File: src/rtl/queue_drain_serializer.sv
// Pops words from the byte queue and shifts each one out serially under ready backpressure,
// with a fixed idle gap between frames and a wrapping count of completed frames.
module queue_drain_serializer #(
  parameter int DATA_WIDTH = 8,
  parameter int LEN_WIDTH  = 4,
  parameter int GAP_CYCLES = 1,
  parameter int MSB_FIRST  = 1
) (
  input  logic                  clock,
  input  logic                  reset,
  input  logic [LEN_WIDTH-1:0]  len_in,
  input  logic [DATA_WIDTH-1:0] data_in,
  output logic                  dequeue_out,
  input  logic                  ready_in,
  output logic                  serial_out,
  output logic                  serial_valid,
  output logic                  frame_start,
  output logic                  busy,
  output logic [7:0]            sent_count
);

  localparam int CNT_W = (DATA_WIDTH > 1) ? $clog2(DATA_WIDTH) : 1;

  typedef enum logic [1:0] {IDLE, SHIFT, GAP} state_t;

  state_t                state_q, state_d;
  logic [DATA_WIDTH-1:0] shift_q, shift_d;
  logic [CNT_W-1:0]      bit_cnt_q, bit_cnt_d;
  logic [3:0]            gap_cnt_q, gap_cnt_d;
  logic [7:0]            sent_q, sent_d;
  logic                  deq_q, deq_d;
  logic                  head_bit;

  always_ff @(posedge clock or posedge reset) begin
    if (reset) begin
      state_q   <= IDLE;
      shift_q   <= '0;
      bit_cnt_q <= '0;
      gap_cnt_q <= '0;
      sent_q    <= '0;
      deq_q     <= 1'b0;
    end else begin
      state_q   <= state_d;
      shift_q   <= shift_d;
      bit_cnt_q <= bit_cnt_d;
      gap_cnt_q <= gap_cnt_d;
      sent_q    <= sent_d;
      deq_q     <= deq_d;
    end
  end

  always_comb begin
    state_d   = state_q;
    shift_d   = shift_q;
    bit_cnt_d = bit_cnt_q;
    gap_cnt_d = gap_cnt_q;
    sent_d    = sent_q;
    deq_d     = 1'b0;
    case (state_q)
      IDLE: begin
        if (len_in != '0) begin
          shift_d   = data_in;
          bit_cnt_d = '0;
          deq_d     = 1'b1;
          state_d   = SHIFT;
        end
      end
      SHIFT: begin
        if (ready_in) begin
          shift_d = (MSB_FIRST != 0) ? (shift_q << 1) : (shift_q >> 1);
          if (bit_cnt_q == CNT_W'(DATA_WIDTH - 1)) begin
            sent_d    = sent_q + 8'd1;
            gap_cnt_d = '0;
            state_d   = GAP;
          end else begin
            bit_cnt_d = bit_cnt_q + 1'b1;
          end
        end
      end
      GAP: begin
        // len_in is deliberately ignored here so the queue's pop settles first
        if (gap_cnt_q == 4'(GAP_CYCLES - 1)) begin
          state_d = IDLE;
        end else begin
          gap_cnt_d = gap_cnt_q + 4'd1;
        end
      end
      default: state_d = IDLE;
    endcase
  end

  assign head_bit     = (MSB_FIRST != 0) ? shift_q[DATA_WIDTH-1] : shift_q[0];
  assign serial_valid = (state_q == SHIFT);
  assign serial_out   = serial_valid & head_bit;
  assign frame_start  = serial_valid && (bit_cnt_q == '0);
  assign busy         = (state_q != IDLE);
  assign dequeue_out  = deq_q;
  assign sent_count   = sent_q;

endmodule

File: config.mk
export PLATFORM = sky130hd
export DESIGN_NAME = queue_drain_serializer
export DESIGN_NICKNAME = d
export VERILOG_FILES = /design/src/rtl/queue_drain_serializer.sv
export SDC_FILE = /design/constraint.sdc
export NUM_CORES = 1
export LEC_CHECK = 0
export BUFFER_PORTS_ARGS = -buffer_cell sky130_fd_sc_hd__buf_4
export CORE_UTILIZATION = 48
export DETAILED_ROUTE_END_ITERATION = 16
export PLACE_DENSITY = 0.71
export SYNTH_ARGS = -nofsm -noshare
export SYNTH_HDL_FRONTEND = slang
export SYNTH_SLANG_ARGS = --single-unit
File: constraint.sdc
create_clock -name clock -period 3.1 [get_ports clock]
set_input_delay 0.31 -clock clock [delete_from_list [all_inputs] [get_ports clock]]
set_output_delay 0.31 -clock clock [all_outputs]
set_load 0.05 [all_outputs]
# After elaboration in Yosys (flattened, before gate mapping)
# Cells that the tools add are included.
[totals]
regBits = 26
output_inout_bits = 13
elab_cells = 50
[classes]
addsub = 3
eq_ne = 9
mux = 18
n_bitwise = 1
n_reduce_logical = 13
[ops]
columns = ["op", "count"]
rows = [
  ["two-way mux 8 bit", 2],
  ["one-hot mux 8 bit (2 select lines)", 1],
  ["two-way mux 4 bit", 3],
  ["AND reduction 4 bit", 3],
  ["inequality test 2 bit, second input constant", 5],
  ["two-way mux 3 bit", 3],
  ["adder 8 x 1 -> 8 bit, second input constant", 1],
  ["two-way mux 2 bit", 4],
  ["one-hot mux 4 bit (2 select lines)", 1],
  ["one-hot mux 2 bit (3 select lines)", 1],
  ["one-hot mux 3 bit (2 select lines)", 1],
  ["AND reduction 3 bit", 2],
  ["nonzero test 2 bit", 3],
  ["adder 4 x 1 -> 4 bit, second input constant", 1],
  ["zero test 4 bit", 1],
  ["nonzero test 4 bit", 1],
  ["adder 3 x 1 -> 3 bit, second input constant", 1],
  ["equality test 3 bit, second input constant", 1],
  ["zero test 3 bit", 1],
  ["equality test 2 x 1 -> 1 bit, second input constant", 1],
  ["equality test 2 bit, second input constant", 1],
  ["zero test 2 bit", 1],
  ["two-way mux 1 bit", 2],
  ["inequality test 2 x 1 -> 1 bit, second input constant", 1],
  ["other kinds (2)", 2],
]

# Longest topological paths before layout
[depth]
word_depth = 4
mapped_depth = 6
ltp_nobuf = 5

# Least setup slack after synthesis
# Ideal clock, no wire load.
[synth_path]
path_kind = "reg2out"
startpoint = "reg state_q[0]"
endpoint = "out frame_start"
arrival_time_ns = 1.420
slack_ns = 1.370
stages_incl_launch_ff = 5
n_path_buf = 2
path_cell_list = "dfrtp_1 buf_2 and2b_1 buf_4 and3_1"
[synth_via]
elab_chain_len = 2
[synth_lines]
columns = ["item", "line", "text"]
rows = [
  ["start: declaration", "26", "state_t state_q, state_d;"],
  ["start signal: assignment", "43", "state_q <= state_d;"],
  ["equality test 2 x 1 -> 1 bit", "93", "assign serial_valid = (state_q == SHIFT);"],
  ["net serial_valid", "16", "output logic serial_valid,"],
  ["logical AND 1 bit", "95", "assign frame_start = serial_valid && (bit_cnt_q == '0);"],
  ["end: declaration", "17", "output logic frame_start,"],
]
# The timed path passes the listed nets, and every way through them passes these cells.

# Worst setup path in the final report
[layout_path]
startpoint = "reg state_q[1]"
endpoint = "out frame_start"
[layout_via]
elab_chain_len = 2
[layout_lines]
columns = ["item", "line"]
rows = [
  ["equality test 2 x 1 -> 1 bit", "93"],
  ["logical AND 1 bit", "95"],
]
# No other way between the ends.

==> out/metrics.cfg <==
[yosys]
synthCells=127
ys_ff_latch=26
syn_avg_cell_area_um2=11.05
yosysUniqueCellTypes=44
yosys_warnings=0
synth_area_mm2=0.001404
syn_nets=148
seq_area_frac_synth=0.4635

[drt]
drt-initial-drc-count=52
first_pass_iters=4
vias_per_cell=5.707
ant_nets=0
drc=0
dr_total_vias=1050
wl_per_cell_um=14.83
wl_um=2728

[global_route]
grt_pass1_wl_um=4664
grtUsageTotal=0.1859
grt_pass1_vias=1050
grt_remaining_overflow=0
antenna_found_initial=0
grt_max_degree=27

[finish]
syn_to_final_growth_pct=18.09
nets=175
drive_gt1_frac=0.2614
antenna_cells=0
layout_common_cells=27 x buf_4, 26 x dfrtp_1, 9 x inv_1
fin_area_mm2=0.001658
layout_commonest_cell=buf_4

[worst_hold_path]
min_path_type=in2reg
min_path_cells=2
min_from=data_in[0]

[die]
die_area_mm2=0.003145
io_pins=28
rows=19
dieWidth_um=56.08
initial_utilization=0.5091
fp.dieH_um=56.08
fp.coreArea_mm2=0.002758

[run_status]
status=finished clean

[placement]
port_buffers=27
dp_hpwl_um=1994
gp_congestion=0.7874
placed_area_mm2=0.001605

[timing]
setup_viol=0
relSlewSlack=0.3341
finClkSkew_ns=0.006807
worst_slew_pin_slew_ns=0.9977
drv_slew=0
period_share=0.6902
rsz0062_at_grt=no
max_freq_ghz=0.4673
finalHoldViolCount=0
fin_setup_tns_ns=0
period_needed_ns=2.140

[power_and_ir_drop]
power.density_mw_per_mm2=840.5
leakage_nw=0.7695
ir_drop_mv=0.6203

[clock_network]
numCtsBuffers=3
cts_sinks=26
clk_pin_slew_ns=0.15
cts_tree=yes
cts-resized-gates=0
ctsHoldBuffers=0
cts-htree-levels=1
clk_latency_ns=0.32
cts-root-buf=clkbuf_4
cts_max_path_buffers=2
cts_setup_buffers=0

[worst_setup_path]
worstPathArrival_ns=1.83
path_class=reg2out
crit_start=state_q[1]
worstPathRequired_ns=2.79
crit_path_max_fanout=18
critPathCaptureType=primary output
r2r_cells=5
r2r-start=bit_cnt_q[0]
setup.worst_path.start_class=register

[run]
cap_violations=0

==> area by class of cell <==
cell class / instances / area (µm²)
multi-input cells: 87 / 679.4
clock buffers: 3 / 22.52
inverters: 9 / 33.78
repair buffers: 27 / 202.7
flip-flops and latches: 26 / 650.6
well taps: 31 / 38.79
clock inverters: 1 / 30.03
fillers: 227 / 1100
==> cell usage after synthesis (all sizes together) <==
library cell,instances,area (µm²)
dfrtp,26,650.6
inv,9,33.78
o21ai,8,40.03
a2bb2oi,7,61.31
nand2,7,26.28
ha,6,75.07
buf,5,40.04
nand4bb,5,56.30
xnor2,5,43.79
nand4,4,25.02
a21oi,3,18.77
nand2b,3,21.27
nand3,3,15.01
or2,3,18.77
a211oi,2,20.02
a21o,2,15.01
a31oi,2,12.51
and3,2,12.51
nor2,2,7.510
nor3,2,10.01
nor4bb,2,20.02
o22ai,2,12.51
or4bb,2,22.52
xor2,2,17.52
a31o,1,8.760
and2,1,6.260
and2b,1,7.510
and4b,1,10.01
mux2,1,11.26
mux2i,1,10.01
nand4b,1,23.77
nor2b,1,6.260
nor3b,1,7.510
nor4,1,12.51
o211ai,1,7.510
o21bai,1,7.510
o2bb2ai,1,8.760
==> final timing paths <==
kind / end / slack [ns]
max: frame_start / 0.96
min: shift_q[0] / 0.20
max reg2reg: gap_cnt_q[1] / 1.35
min reg2reg: sent_count[7] / 0.50
max in group asynchronous: sent_count[5] / 2.29
min in group asynchronous: sent_count[0] / 0.21
==> state kept, by name (all words and copies together) (netlist names) <==
name	cells
sent_count	8
shift_q	8
gap_cnt_q	4
bit_cnt_q	3
state_q	2
dequeue_out	1
==> worst max-delay path: stages (launching register included) <==
cell and delay, ns:
dfrtp_1 0.60, and2b_1 0.51, and3_1 0.21, buf_4 0.19
==> metrics by stage <==
step                worst slack [ns]  utilization  instances  hold slack (ns)  total power, W
detailed placement             1.368       0.5821        180           0.4817        0.001172
finish                        0.9602       0.6012        184           0.1983        0.001393
global placement               1.401       0.5821        180           0.4561        0.001149
global route                  0.8668       0.6012        184           0.1820        0.001480
CTS                           0.9895       0.6012        184           0.1933        0.001403
floorplan                      1.370            -        127           0.3500        0.001013
==> report_power, final <==
group,internal (W),switching (W)
registers,0.000445,0.000107
logic,0.000260,0.000349
clock network,0.000131,0.000102
==> cell families (layout without fill, tap and decap cells) <==
kind of cell,count (synthesis),in the layout,synth area share
compound gates,30,30,0.1515
flops,26,26,0.4635
xor+xnor,7,7,0.04367
simple gates,42,42,0.2201
buf+inv,14,40,0.05258
fa+ha+maj,6,6,0.05347
mux,2,2,0.01515
==> per-layer routing <==
| metal | wire (µm) | GRT usage |
|---|---|---|
| met5 | 0 | 0 |
| met2 | 1359 | 0.3282 |
| met3 | 96 | 0.02326 |
| met4 | 23 | 0.05575 |
| met1 | 1248 | 0.2369 |
Note: power is estimated with default switching activity, not from simulation.
